### config.mk
export PLATFORM = sky130hd
export DESIGN_NAME = stage4
export DESIGN_NICKNAME = d
export VERILOG_FILES = /design/src/rtl/stage4_pkg.sv /design/src/rtl/stage4_load_align.sv /design/src/rtl/stage4.sv
export SDC_FILE = /design/constraint.sdc
export NUM_CORES = 1
export LEC_CHECK = 0
export CAP_MARGIN = 20
export CORE_MARGIN = 10
export CORE_UTILIZATION = 29
export CTS_CLUSTER_SIZE = 25
export DETAILED_ROUTE_END_ITERATION = 10
export PLACE_DENSITY = 0.53
export SLEW_MARGIN = 20
export SYNTH_ARGS = -nofsm -noshare
export SYNTH_HDL_FRONTEND = slang
export SYNTH_HIERARCHICAL = 1
export SYNTH_SLANG_ARGS = --single-unit
### constraint.sdc
create_clock -name clk -period 5.4 [get_ports clk]
set_clock_uncertainty 0.05 [all_clocks]
set_input_delay 1.62 -clock clk [delete_from_list [all_inputs] [get_ports clk]]
set_output_delay 1.62 -clock clk [all_outputs]
set_load 0.01 [all_outputs]
### src/rtl/stage4_pkg.sv
// stage4_pkg: shared types and helpers for the memory-access stage.
package stage4_pkg;
  typedef enum logic [1:0] {MEM_B, MEM_H, MEM_W, MEM_D} mem_size_e;
  typedef enum logic [1:0] {IDLE, REQ, WAIT} lsu_state_e;
  localparam logic [31:0] NAN_BOX_HI = 32'hFFFF_FFFF;
  function automatic logic [7:0] size_strb(mem_size_e s);
    return s == MEM_B ? 8'h01 : s == MEM_H ? 8'h03 : s == MEM_W ? 8'h0F : 8'hFF;
  endfunction
  function automatic logic misaligned(logic [2:0] a, mem_size_e s);
    return s == MEM_H ? a[0] : s == MEM_W ? |a[1:0] : s == MEM_D ? |a : 1'b0;
  endfunction
endpackage

### src/rtl/stage4_load_align.sv
// lsu_load_align: extracts, extends or NaN-boxes the addressed field of a load doubleword.
module lsu_load_align
  import stage4_pkg::*;
(
  input  logic [63:0] rdata_i,
  input  logic [2:0]  offset_i,
  input  mem_size_e   size_i,
  input  logic        uns_i,
  input  logic        reg_type_i,
  output logic [63:0] res_o
);
  logic [63:0] sh;
  assign sh = rdata_i >> {offset_i, 3'b000};
  assign res_o = size_i == MEM_B ? {{56{~uns_i & sh[7]}}, sh[7:0]} :
                 size_i == MEM_H ? {{48{~uns_i & sh[15]}}, sh[15:0]} :
                 size_i == MEM_W ? (reg_type_i ? {NAN_BOX_HI, sh[31:0]} : {{32{~uns_i & sh[31]}}, sh[31:0]}) :
                 sh;
endmodule

### src/rtl/stage4.sv
// stage4: memory-access pipeline stage with a valid/ready data-memory port.
module stage4
  import stage4_pkg::*;
#(
  parameter int ADDR_W = 48,
  parameter int XLEN = 64
) (
  input  logic              clk,
  input  logic              reset,
  input  logic              valid_ex,
  input  logic [XLEN-1:0]   op_ex,
  input  logic [XLEN-1:0]   store_data_ex,
  input  logic [ADDR_W-1:0] mem_addr,
  input  logic              mem_ren_ex,
  input  logic              mem_wen_ex,
  input  logic [1:0]        mem_size_ex,
  input  logic              mem_unsigned_ex,
  input  logic [4:0]        rd_ex,
  input  logic              we_rd_ex,
  input  logic              reg_type_ex,
  output logic              stall_mem,
  output logic              dmem_req_valid,
  input  logic              dmem_req_ready,
  output logic [ADDR_W-1:0] dmem_addr,
  output logic              dmem_we,
  output logic [XLEN-1:0]   dmem_wdata,
  output logic [7:0]        dmem_wstrb,
  input  logic              dmem_rsp_valid,
  input  logic [XLEN-1:0]   dmem_rdata,
  output logic              valid_mem,
  output logic [4:0]        rd_mem,
  output logic [XLEN-1:0]   op_mem,
  output logic              we_rd_mem,
  output logic              reg_type_mem,
  output logic              misalign_mem
);
  lsu_state_e state_q, state_d;
  logic [ADDR_W-1:0] addr_q;
  mem_size_e size_q, size_ex;
  logic uns_q, st_q, we_q, rt_q;
  logic [4:0] rd_q, rdm_q, rdm_d;
  logic [XLEN-1:0] wdata_q, wdata_d, st_sh, ld_res, op_q, op_d;
  logic [7:0] wstrb_q, wstrb_d;
  logic valid_q, valid_d, wem_q, wem_d, rtm_q, rtm_d, mis_q, mis_d;
  logic is_mem, bad, start;
  assign size_ex = mem_size_e'(mem_size_ex);
  assign is_mem = mem_ren_ex | mem_wen_ex;
  assign bad = misaligned(mem_addr[2:0], size_ex);
  assign start = state_q == IDLE && valid_ex && is_mem && !bad;
  assign wstrb_d = size_strb(size_ex) << mem_addr[2:0];
  assign st_sh = store_data_ex << {mem_addr[2:0], 3'b000};
  // Lanes outside the strobe are zeroed so stale high bytes never reach the bus.
  for (genvar b = 0; b < 8; b++) begin : g_lane
    assign wdata_d[b*8 +: 8] = wstrb_d[b] ? st_sh[b*8 +: 8] : 8'h00;
  end
  lsu_load_align u_align (
    .rdata_i    (dmem_rdata),
    .offset_i   (addr_q[2:0]),
    .size_i     (size_q),
    .uns_i      (uns_q),
    .reg_type_i (rt_q),
    .res_o      (ld_res)
  );
  always_comb begin
    state_d = state_q;
    valid_d = 1'b0;
    wem_d = 1'b0;
    mis_d = 1'b0;
    op_d = op_q;
    rdm_d = rdm_q;
    rtm_d = rtm_q;
    case (state_q)
      IDLE: if (valid_ex) begin
        if (is_mem && !bad) state_d = REQ;
        else begin
          valid_d = 1'b1;
          mis_d = is_mem;
          op_d = op_ex;
          rdm_d = rd_ex;
          rtm_d = reg_type_ex;
          wem_d = !is_mem && we_rd_ex && (reg_type_ex || rd_ex != 5'd0);
        end
      end
      REQ: if (dmem_req_ready) begin
        state_d = st_q ? IDLE : WAIT;
        valid_d = st_q;
      end
      WAIT: if (dmem_rsp_valid) begin
        state_d = IDLE;
        valid_d = 1'b1;
        op_d = ld_res;
        rdm_d = rd_q;
        rtm_d = rt_q;
        wem_d = we_q && (rt_q || rd_q != 5'd0);
      end
      default: state_d = IDLE;
    endcase
  end
  always_ff @(posedge clk) begin
    if (reset) begin
      state_q <= IDLE;
      addr_q <= '0;
      size_q <= MEM_B;
      {uns_q, st_q, we_q, rt_q} <= '0;
      rd_q <= '0;
      wdata_q <= '0;
      wstrb_q <= '0;
      {valid_q, wem_q, rtm_q, mis_q} <= '0;
      op_q <= '0;
      rdm_q <= '0;
    end else begin
      state_q <= state_d;
      {valid_q, wem_q, rtm_q, mis_q} <= {valid_d, wem_d, rtm_d, mis_d};
      op_q <= op_d;
      rdm_q <= rdm_d;
      if (start) begin
        addr_q <= mem_addr;
        size_q <= size_ex;
        uns_q <= mem_unsigned_ex;
        st_q <= mem_wen_ex;
        we_q <= we_rd_ex;
        rt_q <= reg_type_ex;
        rd_q <= rd_ex;
        wdata_q <= wdata_d;
        wstrb_q <= wstrb_d;
      end
    end
  end
  assign stall_mem = state_q != IDLE;
  assign dmem_req_valid = state_q == REQ;
  assign dmem_addr = {addr_q[ADDR_W-1:3], 3'b000};
  assign dmem_we = dmem_req_valid & st_q;
  assign dmem_wdata = wdata_q;
  assign dmem_wstrb = wstrb_q;
  assign valid_mem = valid_q;
  assign rd_mem = rdm_q;
  assign op_mem = op_q;
  assign we_rd_mem = wem_q;
  assign reg_type_mem = rtm_q;
  assign misalign_mem = mis_q;
endmodule

# After elaboration in Yosys (flattened, before gate mapping)
# Cells that the tools add are included.
# W data, S select, Z words.
[word_totals]
latch_bits = 0
mem_bits_rw = 0
romBits = 0
memories = 0
regBits = 206
output_inout_bits = 196
[classes]
reduce_logical = 23
bitwise = 8
addsub = 0
order_cmp = 0
n_mux = 45
n_shift = 3
n_eq_ne = 12
n_mul = 0
div_mod_pow = 0
[ops]
columns = ["op", "n"]
rows = [
  ["$mux W64", 7],
  ["$pmux W64 S2", 1],
  ["$mux W8", 11],
  ["$shl A64 B6 Y64", 1],
  ["$shr A64 B6 Y64", 1],
  ["$mux W5", 3],
  ["$mux W1", 13],
  ["$mux W2", 5],
  ["$pmux W5 S2", 1],
  ["$reduce_bool A5 Y1", 2],
  ["$eq A2 B2 Y1 const B", 4],
  ["$reduce_and A4 Y1", 2],
  ["$shl A8 B3 Y8", 1],
  ["$logic_and A1 B1 Y1", 7],
  ["$eq A2 B1 Y1 const B", 3],
  ["$logic_not A2 Y1", 3],
  ["$ne A2 B2 Y1 const B", 3],
  ["$pmux W2 S3", 1],
  ["$and A1 B1 Y1", 4],
  ["$ne A2 B1 Y1 const B", 2],
  ["$pmux W1 S2", 2],
  ["$reduce_bool A2 Y1", 2],
  ["$reduce_or A4 Y1", 1],
  ["$not A1 Y1", 3],
  ["other kinds (6)", 8],
]

# Logic depth before layout (Yosys ltp)
[depth]
word_depth = 9
mapped_depth = 11

# Cells and area by module
# Netlist, hierarchy kept.
[modules_own_cells]
columns = ["mod", "area_per_inst_um2", "seq_area_each_um2", "instances", "cells_each"]
rows = [
  ["stage4", 9962.1, 4124.0, 1, 1066],
  ["lsu_load_align", 2177.1, 0.0, 1, 316],
]

# Worst setup path before layout
# OpenSTA, ideal clock, no wires.
[synth_path]
path_kind = "input to register"
start = "input valid_ex"
end = "register wdata_q[42] (netlist: dmem_wdata[42])"
path_stages = 7
setup_time_ns = 0.128
arrival_time_ns = 3.009
path_buffers = 3
required_time_ns = 5.222
slack_ns = 2.213
path_cell_list = "or3b_1 -> buf_2 -> a2111o_1 -> buf_2 -> buf_2 -> a32oi_1 -> nor2_1"
[synth_via]
elab_chain_len = 3
[synth_lines]
columns = ["element", "line_no", "source"]
rows = [
  ["start: declaration", "stage4.sv:10", "input logic valid_ex,"],
  ["$logic_and A1 B1 Y1 (3 in series)", "stage4.sv:49", "assign start = state_q == IDLE && valid_ex && is_mem && !bad;"],
  ["end signal: assignment", "stage4.sv:124", "wdata_q <= wdata_d;"],
  ["end: declaration", "stage4.sv:42", "logic [XLEN-1:0] wdata_q, wdata_d, st_sh, ld_res, op_q, op_d;"],
]
# Every way passes these cells.
# A chain may end at the register's enable or synchronous reset.

# Worst setup path after layout
[layout_path]
start = "input mem_wen_ex"
end = "register addr_q[45]"
[layout_via]
elab_chain_len = 3
[layout_lines]
columns = ["element", "line_no", "source"]
rows = [
  ["start: declaration", "stage4.sv:15", "input logic mem_wen_ex,"],
  ["$or A1 B1 Y1", "stage4.sv:47", "assign is_mem = mem_ren_ex | mem_wen_ex;"],
  ["$logic_and A1 B1 Y1 (2 in series)", "stage4.sv:49", ""],
  ["end signal: assignment", "stage4.sv:117", "addr_q <= mem_addr;"],
  ["end: declaration", "stage4.sv:38", "logic [ADDR_W-1:0] addr_q;"],
]
# Every way passes these cells.

==> run summary <==
* 74 — count of standard-cell rows
* 12069 — vias in the first global route
* 1460 ps — setup slack of the critical path after layout
* reg -> reg — class of the tightest hold or removal check
* 3 — CTS max path bufs
* sky130_fd_sc_hd__dfxtp_1, sky130_fd_sc_hd__mux2i_1, sky130_fd_sc_hd__nand2_1, sky130_fd_sc_hd__a211oi_1, sky130_fd_sc_hd__mux4_2 — top area cells in the synthesized netlist
* 0 — number of instances resized during post-cts repair
* 57000 um — Routed WL
* 870 ps — peak per-stage delay on the critical path
* 453 — Top Ports
* 0 — DRC violation count after routing
* 0 — total count of max-transition violations in the final report
* 254 MHz — highest attainable clock frequency
* 1947 — final net count
* sky130_fd_sc_hd__dfxtp_1 — top_reg_cell synth
* 449 — number of buffers added on ports
* clkdlybuf4s50_1, nor2_1, a2111o_2, buf_4, nand2_1, a21oi_1 — critical path cell sequence
* 0.0411 mm^2 — floorplan core area
* 5 — Initial DRT Pass Iterations
* 27 — clock buffers created by TritonCTS
* 15 — number of antenna violations at the first check in global routing
* false — setup repair after global routing missed its margin
* 0 — count of max-cap constraint violations
* 0% — async set or reset register ratio after synthesis
* 30.4% — switching part of the total
* 3.14 mW — internal power
* 42800 um — DP HPWL
* 225 um — Die X
* 21.3% — total routing resource utilization after global routing
* register — critical path endpoint category
* 0 — total overflow reported by the global router
* in -> reg — class of the most critical setup path
* 4360 ps — data arrival at the endpoint of the critical path
* 6 — depth of the most critical reg-to-reg path
* complete, no violations — status
* 50 — biggest fanout along the worst timing path
* 0 — number of buffers added for setup after CTS
* 25.8% — remaining max-slew budget at the tightest pin
* 260 mW/mm^2 — power density over the cells
* 29.5% — Starting Density
* 0.000150 V — Max rail drop VDD
* 1 — deepest level of the CTS H-tree
* 2 — Cells on Worst Hold Path
* 25.4 um — average routed wire per standard cell
* 12178 — number of vias after detailed routing
* 0 — CTS Hold Bufs
* 34.0% — portion of synthesized cell area occupied by the leading cell type
* 0 — number of nets with antenna violations after routing
* 82400 um — first-pass GRT wire length
* sky130_fd_sc_hd__a2111o_2 — cell at the slowest stage of the critical path
* 34.0% — share of synthesized area occupied by flip-flops and latches
* 7.85% — fraction of final layout cells sized beyond drive strength 1
* 0 — Post-synth EDFFs
* 206 — flops & latches, synth
* 1110 ps — slew of the pin with the lowest slew margin
* 206 — clock sinks
* 5820 ps — Required @ worst endpoint
* addr_q[45] — r2r endpoint
* sky130_fd_sc_hd__dfxtp_1, sky130_fd_sc_hd__nand2_1, sky130_fd_sc_hd__mux2i_1 — synth cell count leaders
* 6 — WP depth
* yes — TritonCTS clock tree
* state_q[1] — beginning of the worst register-to-register path
* 550 ps — latest clock arrival within the worst-skew pair
* 225 um — Die Span Y
* 37.2% — relative contribution of sequential cells to total power
* 0.0165 mm^2 — placement-stage cell area
* 1950 ps — R2R Setup Slk
* 42.6% — synthesis-to-finish area growth
* 25.5% — proportion of power drawn by combinational gates
* 2193 — Post-Place Cells
* 1.37 mW — switching power
* sky130_fd_sc_hd__dfxtp_1 — most common cell in the synthesized netlist
* 0.0173 mm^2 — post-route standard cell area excluding fillers
* 0 — setup-violating endpoint count in the final report
* 1382 — Cells after Synth
* 6.00 nW — Leakage Power
* 2 — buffering stage count on the worst path with inverters included
* sky130_fd_sc_hd__dfxtp_1 — largest area contributor in the netlist
* 37.4% — clock group share of total power
* 59 — count of cell types in the netlist
* input pin — CP Launch Type
* 0 ps — setup_tns
* 3940 ps — final period demand of the worst path
* 0 — Hold Vio Cnt, Final
* 0.0504 mm^2 — area of the die
* 0.848 — routability congestion estimate from global placement
* 60 ps — Reg clk slew, reported paths
* 912 ps — worst slack, placed
* 8.78 um^2 — Mean Syn Cell Area
* 2247 — final std cells w/o fill
* 5.42 — detail-routed via count per cell
* 4.51 mW — total power consumption of the routed design
* addr_q[9] — startpoint of the lowest-slack hold path
* 72.9% — period utilisation layout
* 6 — YS warnings
* addr_q[9] — Worst Hold End
* 0.0121 mm^2 — post-synthesis instance area
* compound AO/OA/AOI/OAI gates — kind of cell adding the most delay to the critical path
* sky130_fd_sc_hd__clkbuf_16 — buffer cell driving the clock tree root
* 1170 — DRC violation total after the first TritonRoute iteration
* 92 — pin count of the biggest net entering global routing
-- routing by layer --
layer / vias up / share of wire (%) / GRT usage (%)
li1: 5718 / - / -
met1: 5886 / 42 / 26.5
met2: 469 / 46 / 34.4
met3: 89 / 8.6 / 6.71
met4: 16 / 3.1 / 7.15
met5: - / 0.20 / 0
-- final cells by class --
class                           count  area [um^2]
Tap cell                          532          666
Multi-Input combinational cell    970         6990
Clock inverter                      9         56.3
Timing Repair Buffer              467         4630
Antenna cell                        7         17.5
Sequential cell                   206         4130
Fill cell                        4135        23800
Clock buffer                       38          757
Inverter                           18         67.6
-- placed cells by master (no fill, tap or decap), drive strengths merged, types with 40 or more instances in the layout --
cell type      instances
a211oi                74
a21oi                 97
a31oi                 73
clkdlybuf4s50        445
dfxtp                206
mux2i                179
nand2                187
nor2                  58
o21ai                 40
o2bb2ai               56
-- per-stage QoR --
step | util (%) | hold slack (ps)
5_1_grt | 42.1 | 420
2_1_floorplan | - | 385
4_1_cts | 42.1 | 403
3_5_place_dp | 40.1 | 396
3_3_place_gp | 40.1 | 388
6_report | 42.1 | 402
-- power by group through the flow --
stage	logic (mW)	clock network [mW]	registers, mW
finish	1.15	1.69	1.67
detailed placement	1.14	0	1.70
floorplan	0.583	0	1.71
global route	1.23	1.78	1.69
global placement	1.14	0	1.71
CTS	1.15	1.73	1.67
-- worst max path at each step --
stage	start	endpoint	slack (ps)
floorplan	valid_ex	dmem_wdata[42]	2210
global placement	mem_wen_ex	dmem_wstrb[1]	1000
detailed placement	mem_wen_ex	addr_q[45]	910
CTS	mem_wen_ex	addr_q[45]	1480
global route	mem_wen_ex	addr_q[34]	1220
finish	mem_wen_ex	addr_q[45]	1460
-- registers in the layout, summed over array words and instances, names as in the netlist --
signal / count
dmem_wstrb: 8
rd_mem: 5
misalign_mem: 1
size_q: 2
reg_type_mem: 1
we_q: 1
st_q: 1
op_mem: 64
rt_q: 1
state_q: 2
valid_mem: 1
addr_q: 48
uns_q: 1
dmem_wdata: 64
rd_q: 5
we_rd_mem: 1
-- worst register-to-register path, stage by stage, from the launching register on --
cell and delay, ps:
sky130_fd_sc_hd__dfxtp_4 630, sky130_fd_sc_hd__buf_4 800, sky130_fd_sc_hd__or3b_1 390, sky130_fd_sc_hd__a2111o_2 790
sky130_fd_sc_hd__buf_4 450, sky130_fd_sc_hd__nand2_1 110, sky130_fd_sc_hd__a21oi_1 150
-- kinds of logic (layout without fill, tap and decap cells) --
kind of cell	Yosys count	count (layout)	share of synthesized area [%]
compound gates	443	443	25.4
simple gates	296	296	10.3
mux	227	227	21.4
buf+inv	208	532	8.73
flops	206	206	34.0
other cells	1	10	0.0309
xor+xnor	1	1	0.0722
Note: power is estimated with default switching activity, not from simulation.
